===== src/rtl/cache_refill_ctrl_if.sv =====
`default_nettype none
// ============================================================================
//  Module      : cache_refill_ctrl_if
//  Description : Bundle of the CPU data port, data-cache port and main-memory
//                request/response port seen by the cache refill controller.
//                Modport 'master' is the controller's view: it drives the CPU
//                read data and stall, the cache write port and the memory
//                request.
//                Modport 'slave' is the environment's view: the CPU, the
//                cache arrays and the memory.
//  Parameters  : DATA_WIDTH - data word width
//                ADDR_WIDTH - byte address width
//  Revision    : 1.0 - initial release
// ============================================================================
interface cache_refill_ctrl_if #(
    parameter int DATA_WIDTH = 32,
    parameter int ADDR_WIDTH = 32
);
    // CPU data port
    logic                  cpu_req_valid;
    logic                  cpu_we;
    logic [ADDR_WIDTH-1:0] cpu_addr;
    logic [DATA_WIDTH-1:0] cpu_wdata;
    logic [DATA_WIDTH-1:0] cpu_rdata;
    logic                  cpu_stall;
    // Direct-mapped data cache
    logic                  cache_hit;
    logic [DATA_WIDTH-1:0] cache_rdata;
    logic [ADDR_WIDTH-1:0] cache_addr;
    logic [DATA_WIDTH-1:0] cache_wdata;
    logic                  cache_we;
    // Main memory
    logic                  mem_req_valid;
    logic                  mem_req_ready;
    logic                  mem_we;
    logic [ADDR_WIDTH-1:0] mem_addr;
    logic [DATA_WIDTH-1:0] mem_wdata;
    logic                  mem_resp_valid;
    logic [DATA_WIDTH-1:0] mem_resp_data;

    modport master (
        input  cpu_req_valid, cpu_we, cpu_addr, cpu_wdata,
        input  cache_hit, cache_rdata,
        input  mem_req_ready, mem_resp_valid, mem_resp_data,
        output cpu_rdata, cpu_stall,
        output cache_addr, cache_wdata, cache_we,
        output mem_req_valid, mem_we, mem_addr, mem_wdata
    );

    modport slave (
        output cpu_req_valid, cpu_we, cpu_addr, cpu_wdata,
        output cache_hit, cache_rdata,
        output mem_req_ready, mem_resp_valid, mem_resp_data,
        input  cpu_rdata, cpu_stall,
        input  cache_addr, cache_wdata, cache_we,
        input  mem_req_valid, mem_we, mem_addr, mem_wdata
    );
endinterface : cache_refill_ctrl_if
`default_nettype wire


===== src/rtl/cache_refill_ctrl.sv =====
`default_nettype none
// ============================================================================
//  Module      : cache_refill_ctrl
//  Description : Miss / write-through controller between the CPU data port,
//                a direct-mapped data cache and main memory.
//                  - read hit  : cache data returned in the request cycle
//                  - read miss : stall, fetch one word from memory, fill the
//                                cache line and return the word
//                  - write     : write-allocate into the cache and forward
//                                the write to memory, stalling until accepted
//  Ports       : clk       - clock, rising edge
//                reset     - asynchronous active-low reset
//                bus       - cache_refill_ctrl_if.master (CPU/cache/memory)
//                hit_count / miss_count - 32-bit saturating read hit/miss
//                            counters, present only when CACHE_PERF_CNT_EN
//                            is defined
//  Options     : `define CACHE_PERF_CNT_EN to add the performance counters
//  Revision    : 1.0 - initial release
// ============================================================================
module cache_refill_ctrl #(
    parameter int DATA_WIDTH = 32,
    parameter int ADDR_WIDTH = 32
) (
    input  wire                    clk,
    input  wire                    reset,
    cache_refill_ctrl_if.master    bus
`ifdef CACHE_PERF_CNT_EN
    ,
    output logic [31:0]            hit_count,
    output logic [31:0]            miss_count
`endif
);

    typedef enum logic [2:0] {
        S_IDLE    = 3'd0,
        S_RD_REQ  = 3'd1,
        S_RD_WAIT = 3'd2,
        S_FILL    = 3'd3,
        S_WR_REQ  = 3'd4
    } state_t;

    state_t                r_state;
    logic [ADDR_WIDTH-1:0] r_addr;
    logic [DATA_WIDTH-1:0] r_wdata;
    logic [DATA_WIDTH-1:0] r_fill;
    logic                  r_mem_req_valid;
    logic                  r_mem_we;

    // Request classification, only meaningful in IDLE
    logic w_wr;
    logic w_rd_hit;
    logic w_rd_miss;

    assign w_wr      = bus.cpu_req_valid &  bus.cpu_we;
    assign w_rd_hit  = bus.cpu_req_valid & ~bus.cpu_we &  bus.cache_hit;
    assign w_rd_miss = bus.cpu_req_valid & ~bus.cpu_we & ~bus.cache_hit;

    // The latched address/data registers double as the memory request
    // fields so that the request is held stable for the whole handshake.
    assign bus.mem_req_valid = r_mem_req_valid;
    assign bus.mem_we        = r_mem_we;
    assign bus.mem_addr      = r_addr;
    assign bus.mem_wdata     = r_wdata;

    // ------------------------------------------------------------------
    // Control FSM
    // ------------------------------------------------------------------
    always_ff @(posedge clk or negedge reset) begin
        if (!reset) begin
            r_state         <= S_IDLE;
            r_addr          <= '0;
            r_wdata         <= '0;
            r_fill          <= '0;
            r_mem_req_valid <= 1'b0;
            r_mem_we        <= 1'b0;
        end else begin
            case (r_state)
                S_IDLE: begin
                    if (w_wr) begin
                        r_addr          <= bus.cpu_addr;
                        r_wdata         <= bus.cpu_wdata;
                        r_mem_req_valid <= 1'b1;
                        r_mem_we        <= 1'b1;
                        r_state         <= S_WR_REQ;
                    end else if (w_rd_miss) begin
                        r_addr          <= bus.cpu_addr;
                        r_mem_req_valid <= 1'b1;
                        r_mem_we        <= 1'b0;
                        r_state         <= S_RD_REQ;
                    end
                end
                // Any response arriving before the request is accepted is
                // stale and deliberately not looked at here.
                S_RD_REQ: begin
                    if (bus.mem_req_ready) begin
                        r_mem_req_valid <= 1'b0;
                        r_state         <= S_RD_WAIT;
                    end
                end
                S_RD_WAIT: begin
                    if (bus.mem_resp_valid) begin
                        r_fill  <= bus.mem_resp_data;
                        r_state <= S_FILL;
                    end
                end
                S_FILL: begin
                    r_state <= S_IDLE;
                end
                S_WR_REQ: begin
                    if (bus.mem_req_ready) begin
                        r_mem_req_valid <= 1'b0;
                        r_mem_we        <= 1'b0;
                        r_state         <= S_IDLE;
                    end
                end
                default: begin
                    r_state <= S_IDLE;
                end
            endcase
        end
    end

    // ------------------------------------------------------------------
    // Zero-latency CPU / cache side outputs. They are forced quiet while
    // reset is asserted so a request presented during reset can neither
    // stall the CPU nor write the cache.
    // ------------------------------------------------------------------
    always_comb begin
        bus.cpu_rdata   = '0;
        bus.cpu_stall   = 1'b0;
        bus.cache_we    = 1'b0;
        bus.cache_wdata = '0;
        bus.cache_addr  = (r_state == S_IDLE) ? bus.cpu_addr : r_addr;
        if (reset) begin
            case (r_state)
                S_IDLE: begin
                    if (w_wr) begin
                        // Write-allocate: update the line in the request cycle
                        bus.cache_we    = 1'b1;
                        bus.cache_wdata = bus.cpu_wdata;
                        bus.cpu_stall   = 1'b1;
                    end else if (w_rd_miss) begin
                        bus.cpu_stall   = 1'b1;
                    end else if (w_rd_hit) begin
                        bus.cpu_rdata   = bus.cache_rdata;
                    end
                end
                S_RD_REQ, S_RD_WAIT: begin
                    bus.cpu_stall = 1'b1;
                end
                S_FILL: begin
                    bus.cache_we    = 1'b1;
                    bus.cache_wdata = r_fill;
                    bus.cpu_rdata   = r_fill;
                end
                S_WR_REQ: begin
                    // The stall is released in the acceptance cycle itself
                    bus.cpu_stall = ~bus.mem_req_ready;
                end
                default: begin
                    bus.cpu_stall = 1'b0;
                end
            endcase
        end
    end

`ifdef CACHE_PERF_CNT_EN
    // ------------------------------------------------------------------
    // Saturating read hit / miss counters, sampled only in IDLE so that a
    // held request is counted exactly once.
    // ------------------------------------------------------------------
    localparam logic [31:0] C_CNT_MAX = 32'hFFFF_FFFF;

    logic [31:0] r_hit_count;
    logic [31:0] r_miss_count;

    always_ff @(posedge clk or negedge reset) begin
        if (!reset) begin
            r_hit_count  <= 32'd0;
            r_miss_count <= 32'd0;
        end else if (r_state == S_IDLE) begin
            if (w_rd_hit && (r_hit_count != C_CNT_MAX)) begin
                r_hit_count <= r_hit_count + 32'd1;
            end
            if (w_rd_miss && (r_miss_count != C_CNT_MAX)) begin
                r_miss_count <= r_miss_count + 32'd1;
            end
        end
    end

    assign hit_count  = r_hit_count;
    assign miss_count = r_miss_count;
`else
    // Counters not built
`endif

endmodule : cache_refill_ctrl
`default_nettype wire


===== src/flat_wrapper.sv =====
// flat-port wrapper written by rule: the top's interface ports become plain ports
module cache_refill_ctrl_flat 
#(
    parameter int DATA_WIDTH = 32,
    parameter int ADDR_WIDTH = 32
)
  (clk, reset, bus_cpu_req_valid, bus_cpu_we, bus_cpu_addr, bus_cpu_wdata, bus_cache_hit, bus_cache_rdata, bus_mem_req_ready, bus_mem_resp_valid, bus_mem_resp_data, bus_cpu_rdata, bus_cpu_stall, bus_cache_addr, bus_cache_wdata, bus_cache_we, bus_mem_req_valid, bus_mem_we, bus_mem_addr, bus_mem_wdata);
  cache_refill_ctrl_if #(.DATA_WIDTH(DATA_WIDTH), .ADDR_WIDTH(ADDR_WIDTH)) bus_i ();
  input  wire clk;
  input  wire reset;
  input wire logic [$bits(bus_i.cpu_req_valid)-1:0] bus_cpu_req_valid;
  input wire logic [$bits(bus_i.cpu_we)-1:0] bus_cpu_we;
  input wire logic [$bits(bus_i.cpu_addr)-1:0] bus_cpu_addr;
  input wire logic [$bits(bus_i.cpu_wdata)-1:0] bus_cpu_wdata;
  input wire logic [$bits(bus_i.cache_hit)-1:0] bus_cache_hit;
  input wire logic [$bits(bus_i.cache_rdata)-1:0] bus_cache_rdata;
  input wire logic [$bits(bus_i.mem_req_ready)-1:0] bus_mem_req_ready;
  input wire logic [$bits(bus_i.mem_resp_valid)-1:0] bus_mem_resp_valid;
  input wire logic [$bits(bus_i.mem_resp_data)-1:0] bus_mem_resp_data;
  output wire logic [$bits(bus_i.cpu_rdata)-1:0] bus_cpu_rdata;
  output wire logic [$bits(bus_i.cpu_stall)-1:0] bus_cpu_stall;
  output wire logic [$bits(bus_i.cache_addr)-1:0] bus_cache_addr;
  output wire logic [$bits(bus_i.cache_wdata)-1:0] bus_cache_wdata;
  output wire logic [$bits(bus_i.cache_we)-1:0] bus_cache_we;
  output wire logic [$bits(bus_i.mem_req_valid)-1:0] bus_mem_req_valid;
  output wire logic [$bits(bus_i.mem_we)-1:0] bus_mem_we;
  output wire logic [$bits(bus_i.mem_addr)-1:0] bus_mem_addr;
  output wire logic [$bits(bus_i.mem_wdata)-1:0] bus_mem_wdata;
  assign bus_i.cpu_req_valid = bus_cpu_req_valid;
  assign bus_i.cpu_we = bus_cpu_we;
  assign bus_i.cpu_addr = bus_cpu_addr;
  assign bus_i.cpu_wdata = bus_cpu_wdata;
  assign bus_i.cache_hit = bus_cache_hit;
  assign bus_i.cache_rdata = bus_cache_rdata;
  assign bus_i.mem_req_ready = bus_mem_req_ready;
  assign bus_i.mem_resp_valid = bus_mem_resp_valid;
  assign bus_i.mem_resp_data = bus_mem_resp_data;
  assign bus_cpu_rdata = bus_i.cpu_rdata;
  assign bus_cpu_stall = bus_i.cpu_stall;
  assign bus_cache_addr = bus_i.cache_addr;
  assign bus_cache_wdata = bus_i.cache_wdata;
  assign bus_cache_we = bus_i.cache_we;
  assign bus_mem_req_valid = bus_i.mem_req_valid;
  assign bus_mem_we = bus_i.mem_we;
  assign bus_mem_addr = bus_i.mem_addr;
  assign bus_mem_wdata = bus_i.mem_wdata;
  cache_refill_ctrl #(.DATA_WIDTH(DATA_WIDTH), .ADDR_WIDTH(ADDR_WIDTH)) u_core (.clk(clk), .reset(reset), .bus(bus_i));
endmodule

===== config.mk =====
export PLATFORM = sky130hd
export DESIGN_NAME = cache_refill_ctrl_flat
export DESIGN_NICKNAME = d
export VERILOG_FILES = /design/src/rtl/cache_refill_ctrl_if.sv /design/src/rtl/cache_refill_ctrl.sv /design/src/flat_wrapper.sv
export SDC_FILE = /design/constraint.sdc
export NUM_CORES = 1
export LEC_CHECK = 0
export BUFFER_PORTS_ARGS = -buffer_cell sky130_fd_sc_hd__buf_2
export CELL_PAD_IN_SITES_DETAIL_PLACEMENT = 0
export CELL_PAD_IN_SITES_GLOBAL_PLACEMENT = 2
export CORE_UTILIZATION = 29
export CTS_BUF_LIST = sky130_fd_sc_hd__clkbuf_4
export DETAILED_ROUTE_END_ITERATION = 10
export PLACE_DENSITY_LB_ADDON = 0.15
export SLEW_MARGIN = 25
export SYNTH_ARGS = -nofsm -noshare
export SYNTH_HDL_FRONTEND = slang
export SYNTH_SLANG_ARGS = --single-unit

===== constraint.sdc =====
create_clock -name clk -period 5 [get_ports clk]
set_input_delay 0.5 -clock clk [delete_from_list [all_inputs] [get_ports clk]]
set_output_delay 0.5 -clock clk [all_outputs]
set_load 0.02 [all_outputs]

==> results by stage, run 1 <==
Clocking:
- The TritonCTS buffer count is 9.
- The clock reaches the later pin of the worst-skew pair after between 0.4 and 0.5 ns.
- The clock net in this run drives a total of ~100 sinks.
- The clock tree synthesis step divided the H-tree into 3 levels.
- No sink is reached through more buffers than the 2 on the longest clock path.
- The post-CTS resize count is 0.
- The register clock-pin slew on the reported worst setup and hold paths is 0.16 ns.
- Clock tree synthesis selected as its root buffer the cell sky130_fd_sc_hd__clkbuf_4.
- TritonCTS built the clock tree.

Place:
- The worst slack at placement is approximately 1.8 ns.
- The post-DP HPWL is 12800 um.
- During placement, the flow inserted port buffers numbering between 200 and 300.
- Routability-driven placement finished with a final weighted congestion of 0.782.

Min path:
- Counting instances, the worst hold path has a depth of 2.
- The end point of the worst hold path is u_core.r_fill[6].
- The worst hold path begins at bus_mem_resp_data[6].
- The path class of the lowest-slack min-delay path is input pin to flop.

Setup path:
- The top cell family by delay on the critical path is buffers and inverters.
- In this run the worst path has a maximum fanout of 37.
- Traced cell by cell, the critical path runs through dlygate4sd3_1 -> buf_4 -> clkinv_1 -> buf_4 -> or3_1 -> buf_4 -> a21oi_1 -> buf_2.
- On the worst path, the slowest cell contributes a delay of 0.62 ns.
- The worst register-to-register path has a depth of 5.
- The most numerous cell type found on the critical path is sky130_fd_sc_hd__buf_4.
- The category of the worst setup path capture point is a primary output.
- For the worst setup path, the data required time is between 4 and 5 ns.
- The worst register-to-register path has a setup slack of 2.52 ns.
- The capturing point of the worst reg2reg path is u_core.bus.mem_wdata[26].
- The start-to-end type of the worst setup path is input pin to primary output.
- The worst register-to-register path begins at u_core.r_state[1].
- The count of buffer and inverter cells on the critical path is 6.
- On the critical path, the stage with the largest delay is an instance of sky130_fd_sc_hd__or3_1.
- The worst endpoint data arrival time is roughly 3.2 ns.
- The startpoint type of the worst setup path is an input pin.

Route:
- Using the TritonRoute via totals, the vias-per-cell ratio works out to between 5 and 6.
- The first detailed-routing pass ran for 4 iterations.
- For this block, the initial DRC count from the detailed router was approximately 150.
- The wire length after detailed routing is between 15000 and 20000 um.
- The count of unresolved DRC violations after routing is 0.
- The residual antenna-violating net count after detailed routing is 0.
- In the final routed layout, each cell accounts on average for roughly 18 um.
- Detailed routing inserted a total of about 4800 vias.

Power:
- The share of power burned in the clock network is approximately a tenth.
- Summed over all cells, the static leakage comes to between 3 and 4 nW.
- The switching share of power is 45.0%.
- The analysis attributes to net switching a power of between 1.5 and 2 mW.
- Dividing total power by cell area gives a power density of a little over 600 mW/mm^2.
- Internal power comes to roughly 2.4 mW.
- The peak supply drop is around 0.25 mV.
- The fraction of power consumed by combinational cells is roughly 55%.
- The sequential share of power is a little over a third.

Yosys:
- The mean post-synth cell area is around 12 um^2.
- The count of flip-flops with a built-in enable after synthesis is 0.
- The area of the mapped netlist is 0.00520 mm^2.
- The number of warnings reported in the yosys synthesis log is 0.
- The post-synthesis cell type count is 32.
- In the synthesized netlist the async set-or-reset flop fraction comes to between 90% and 100%.
- The sequential-to-total area share from yosys stat is 48.6%.
- The commonest register cell after synthesis is sky130_fd_sc_hd__dfrtp_1.
- In this run, synthesis produced a sequential element count of about 100.
- The number of cells produced by synthesis is ~440.
- The number of nets in the synthesized netlist is around 580.

STA:
- Setup repair after global routing left no endpoint under its margin.
- For the final routed database, the setup TNS stands at 0 ns.
- The routed design could run at a clock period as short as between 3 and 4 ns.
- The final worst setup slack is between 1 and 1.5 ns.
- Across all hold checks on the routed design, the worst slack comes to roughly 0.24 ns.
- Based on the critical path, the design can be clocked at up to approximately 270 MHz.
- The count of pins over their slew limit is 0.
- The number of endpoints with negative hold slack in the final report came to 0.
- The worst-case clock skew is around 0.015 ns.
- Of the available clock period, the critical path in the final layout requires between 70% and 80%.
- At the pin with the least slew margin, the transition time is approximately 0.90 ns.
- The final-report setup violation count is 0.
- The relative slew slack is 40.0%.

Floorplanning:
- In this run the core area contains 48 standard-cell rows.
- The die span in x is about 140 um.
- The count of pins on the block boundary is about 300.
- The core area is about 0.017 mm^2.
- The overall die area is between 0.015 and 0.02 mm^2.
- The floorplan die height is approximately 140 um.
- The effective utilization at floorplan is around 30%.

Finish:
- The library cells used most frequently in the layout, excluding fill and tap cells, are sky130_fd_sc_hd__buf_2 (297), sky130_fd_sc_hd__mux2_2 (121), sky130_fd_sc_hd__dfrtp_1 (101).
- The filler cells instantiated in the layout total 1804.
- The net total in the final layout is roughly 850.
- The library cell used most frequently in the layout, excluding fill and tap cells, is sky130_fd_sc_hd__buf_2.
- The share of the core filled with cells in the final layout is about 40%.
- Of the cells placed in the final design, the portion with a size suffix greater than 1 is 62.3%.
- The relative area change from synthesis to final layout is 35.0%.

GRT:
- The via count of the first global-routing pass came to ~4800.
- The number of antenna violations at the first check in global routing is 2.
- The total routing resource utilization after global routing is between 10% and 20%.
- The pin count of the biggest net entering global routing is slightly below 70.
- The first-pass GRT wire length is 26300 um.
- The total congestion overflow after global routing is 0.

Job:
- The max-capacitance violation count is 0.

Status:
- The run finished with clean final reports.
kinds of logic (layout without fill, tap and decap cells):
kind of cell	after synthesis	count (layout)	synth area share, %
buf+inv	49	329	4.40
compound gates	77	77	12.0
xor+xnor	1	1	0.168
other cells	0	4	0
mux	127	127	27.5
flops	101	101	48.6
simple gates	86	86	7.34
per-layer routing:
metal	wire length, um	global-route usage (%)	vias up
met3	1490	4.29	16
met5	0	0	-
met1	7000	22.4	2352
met2	8730	32.6	198
met4	256	6.98	0
li1	-	-	2211
registers in the layout, summed over array words and instances, names as in the netlist:
signal and flops:
u_core.bus.mem_wdata 32, u_core.bus.mem_we 1, u_core.r_state 3, u_core.bus.mem_addr 32, u_core.r_fill 32, u_core.bus.mem_req_valid 1
power groups by stage:
stage	Sequential (mW)	Combinational, mW	Clock [mW]
2_1_floorplan	1.81	1.32	0
3_3_place_gp	1.54	2.37	0
3_5_place_dp	1.55	2.39	0
4_1_cts	1.53	2.39	0.472
5_1_grt	1.59	2.52	0.498
6_report	1.53	2.36	0.442
repair_timing:
action / in CTS / in global routing
setup buffers: 0 / 0
endpoints found under the setup margin: 0 / 0
endpoints found under the hold margin: 34 / 0
hold buffers: 1 / 0
cells in the mapped netlist (all sizes together), types with 3 or more instances:
cell	count	share of area [%]
a21oi	7	0.67
nand3	6	0.58
o21ai	4	0.38
nand2	6	0.43
mux2	126	27
nor2	60	4.3
a32oi	58	9.8
clkbuf	17	1.2
dfrtp	101	49
inv	3	0.22
buf	28	2.9
worst max-delay path by stage:
stage / from / to / slack (ns) / cells after the start
detailed placement: reset / bus_cache_wdata[18] / 1.82 / 7
global route: reset / bus_cache_wdata[18] / 1.09 / 8
finish: reset / bus_cache_wdata[18] / 1.31 / 8
global placement: reset / bus_cache_wdata[18] / 1.91 / 7
CTS: reset / bus_cache_wdata[18] / 1.26 / 8
floorplan: bus_cpu_we / bus_cpu_rdata[15] / 2.83 / 5
through the flow:
stage               power (mW)  std cells  area [um^2]
global route              4.61        948         7020
global placement          3.91        929         6860
detailed placement        3.94        929         6860
floorplan                 3.13        441         5200
finish                    4.33        950         7020
CTS                       4.40        946         7010
layout make-up:
cell class	count	area (um^2)	share of cell area, %
sequential	101	2530	36.0
multi-input combinational	291	2460	35.1
timing repair buffer	309	1580	22.5
tap	225	282	4.01
clock inverter	7	76.3	1.09
clock buffer	9	67.6	0.962
inverter	4	15.0	0.214
antenna	4	10.0	0.143
(Power assumes the default switching activity.)
==> run 2: changes to the inputs <==
--- a/config.mk
+++ b/config.mk
@@ -8,7 +8,7 @@
 export BUFFER_PORTS_ARGS = -buffer_cell sky130_fd_sc_hd__buf_2
 export CELL_PAD_IN_SITES_DETAIL_PLACEMENT = 0
 export CELL_PAD_IN_SITES_GLOBAL_PLACEMENT = 2
-export CORE_UTILIZATION = 29
+export CORE_UTILIZATION = 26
 export CTS_BUF_LIST = sky130_fd_sc_hd__clkbuf_4
 export DETAILED_ROUTE_END_ITERATION = 10
 export PLACE_DENSITY_LB_ADDON = 0.15
==> constraint.sdc (replaced) <==
create_clock -name clk -period 3.5 [get_ports clk]
set_input_delay 0.35 -clock clk [delete_from_list [all_inputs] [get_ports clk]]
set_output_delay 0.35 -clock clk [all_outputs]
set_load 0.02 [all_outputs]
==> run 2 against run 1 <==
- clock power is 65% higher
- die area rose by 11%
- register-to-register slack worse by 1.5 ns
- combinational power up 43%
- core utilization down 3.9 points
- clock skew grew 0.0032 ns
- non-clock buffer count increased by 1
- final cell count is 4.2% higher
- global-route usage is 1.8 points lower
- final area increased by 1.3%
- critical path type is now flop to primary output
- critical endpoint is now bus_cache_wdata[31]
- largest cell class unchanged
- highest routed layer unchanged
==> results by stage, run 2 (synthesis results as in run 1) <==
Status:
- Run status: completed (unchanged).

Setup path:
- The required arrival time at the worst endpoint came to 3.15 ns (was 4.50 ns).
- The worst-path maximum fanout is 32 (was 37).
- The category of the worst setup path capture point is a primary output (unchanged).
- The startpoint type of the worst setup path is a flop (was input pin).
- The reg2reg setup slack came to 1.04 ns (was 2.52 ns).
- The worst endpoint data arrival time is 2.69 ns (was 3.19 ns).
- The start-to-end type of the worst setup path is flop to primary output (was input pin to primary output).

STA:
- The post-route setup TNS is 0 ns (unchanged).
- The count of pins over their slew limit came to 0 (unchanged).
- The maximum achievable frequency is between 300 and 400 MHz.
- RSZ-0062 raised after global routing: no (unchanged).
- The slew at the pin with the worst max-slew slack is 0.920 ns (was 0.900 ns).
- The relative slew slack was 38.7% (was 40.0%).
- The final critical-path required period is just over 3 ns.
- The worst-case clock skew came to 0.0180 ns (was 0.0148 ns).
- The worst path uses around 87% of the clock period.
- The final worst setup slack is 0.459 ns (was 1.31 ns).
- The final-report setup violation count was 0 (unchanged).
- The number of endpoints with negative hold slack in the final report is 0 (unchanged).

GRT:
- The met3 track demand over resource is 3.47% (was 4.29%).
- The via count of the first global-routing pass came to 4770 (was 4784).
- The number of antenna violations at the first check in global routing was 3 (was 2).
- The pin count of the biggest net entering global routing is 71 (was 68).
- The total congestion overflow after global routing is 0 (unchanged).
- The met2 global-route usage is 28.8% (was 32.6%).
- The global-route track usage on met1 is 21.2% (was 22.4%).
- The first-pass GRT wire length is 26400 um (was 26300 um).
- The total routing resource utilization after global routing is 17.0% (was 18.7%).
- The most used routing layer in global routing is met2 (unchanged).

Finish:
- The relative area change from synthesis to final layout is 36.8% (was 35.0%).
- The footprint of the flip-flops and latches is 0.00253 mm^2 (unchanged).
- The net total in the final layout was 852 (was 851).
- The multi-input combinational cell area came to 0.00247 mm^2 (was 0.00246 mm^2).
- The layout filler cell count is 2056 (was 1804).
- The fraction of layout cells with a size suffix above 1 is 62.6% (was 62.3%).
- Commonest cells after routing, fill and taps aside: sky130_fd_sc_hd__buf_2 (297), sky130_fd_sc_hd__mux2_2 (121), sky130_fd_sc_hd__dfrtp_1 (101) (unchanged).
- The most common cell after layout, fill and taps aside is sky130_fd_sc_hd__buf_2 (unchanged).

Power:
- The peak supply drop is 0.357 mV (was 0.248 mV).
- The cell leakage power is 3.39 nW (was 3.36 nW).
- The ratio of total power to cell area is 885 mW/mm^2 (was 616 mW/mm^2).

Place:
- The post-DP HPWL came to 12900 um (was 12800 um).
- The placer congestion estimate is 0.758 (was 0.782).
- The count of input and output buffers came to 298 (unchanged).
- The worst slack at placement came to 0.990 ns (was 1.82 ns).

Floorplanning:
- The die span in x was 143 um (was 136 um).
- The core area is 0.0195 mm^2 (was 0.0174 mm^2).
- The floorplan die height is 143 um (was 136 um).
- The count of pins on the block boundary is 299 (unchanged).
- The number of core rows is 51 (was 48).
- The overall die area is 0.0206 mm^2 (was 0.0185 mm^2).
- The effective utilization at floorplan was 26.6% (was 29.9%).

Job:
- The max-capacitance violation count is 0 (unchanged).

Min path:
- The path class of the lowest-slack min-delay path was input pin to flop (unchanged).

Clocking:
- The clock insertion delay at the later pin of the skew report came to 0.47 ns (was 0.46 ns).
- The number of buffers added to fix hold violations after cts is 1 (unchanged).
- The CTS tree is yes (unchanged).
- The TritonCTS buffer count is 9 (unchanged).
- The post-CTS resize count is 0 (unchanged).
- The buffer levels on the longest clock path is 2 (unchanged).
- The number of buffers inserted to repair setup after CTS is 0 (unchanged).
- The clock sink count was 101 (unchanged).
- The register clock-pin slew on the reported worst setup and hold paths is 0.17 ns (was 0.16 ns).
- The clock root buffer master is sky130_fd_sc_hd__clkbuf_4 (unchanged).
- The level count of the clock H-tree is 3 (unchanged).

Route:
- The violation count after the first detailed-routing iteration is 194 (was 146).
- The routed via count is 4752 (was 4777).
- The routed wirelength normalized by instance count is 17.8 um (was 18.4 um).
- The ratio of routed vias to standard cells came to 4.80 (was 5.03).
- The first-pass iteration count of the detailed router is 5 (was 4).
- The count of unresolved DRC violations after routing is 0 (unchanged).
- The residual antenna-violating net count after detailed routing is 0 (unchanged).
- The wire length after detailed routing is 17600 um (was 17500 um).
run 2: worst paths after layout:
path	cells after the start	startpoint	endpoint
max reg2reg	5	u_core.r_state[1]	u_core.bus.mem_addr[0]
min reg2reg	1	u_core.bus.mem_wdata[14]	u_core.bus.mem_wdata[14]
min in group asynchronous	3	reset	u_core.bus.mem_addr[15]
max in group asynchronous	4	reset	u_core.bus.mem_wdata[22]
max	5	u_core.r_state[0]	bus_cache_wdata[31]
min	2	bus_mem_resp_data[2]	u_core.r_fill[2]
run 2: power by group:
part           total, mW  internal, mW  leakage [nW]  switching [mW]
clock              0.729         0.305        0.0912           0.425
combinational       3.38          1.43          2.10            1.95
sequential          2.19          1.75          1.20           0.435
run 2: critical path: stages, from the launching register on:
cell,delay [ns]
sky130_fd_sc_hd__dfrtp_1,0.72
sky130_fd_sc_hd__and3b_2,0.77
sky130_fd_sc_hd__buf_4,0.34
sky130_fd_sc_hd__a32oi_1,0.08
sky130_fd_sc_hd__nor2_1,0.14
sky130_fd_sc_hd__buf_2,0.17
run 2: cell type report:
class	instances	area share, %
flip-flops and latches	101	35.5
multi-input cells	291	34.8
clock inverters	6	1.34
inverters	4	0.211
well taps	265	4.66
clock buffers	10	1.06
diodes	3	0.106
repair buffers	310	22.4
run 2: layer usage:
layer	part of all wire, %	up-vias
met5	0	-
met4	1.4	0
met3	7.1	13
met2	50	183
met1	41	2354
li1	-	2202
run 2: metrics by stage:
stage | utilization, % | total power, mW | cell area, um^2 | std cells | hold WS, ns
after CTS | 36.4 | 6.40 | 7100 | 987 | 0.0382
after detailed placement | 35.5 | 5.65 | 6920 | 970 | 0.419
after global routing | 36.4 | 6.72 | 7110 | 990 | 0.0476
after global placement | 35.5 | 5.61 | 6920 | 970 | 0.414
final | 36.4 | 6.30 | 7110 | 990 | 0.0804
after floorplan | - | 4.47 | 5200 | 441 | 0.0544
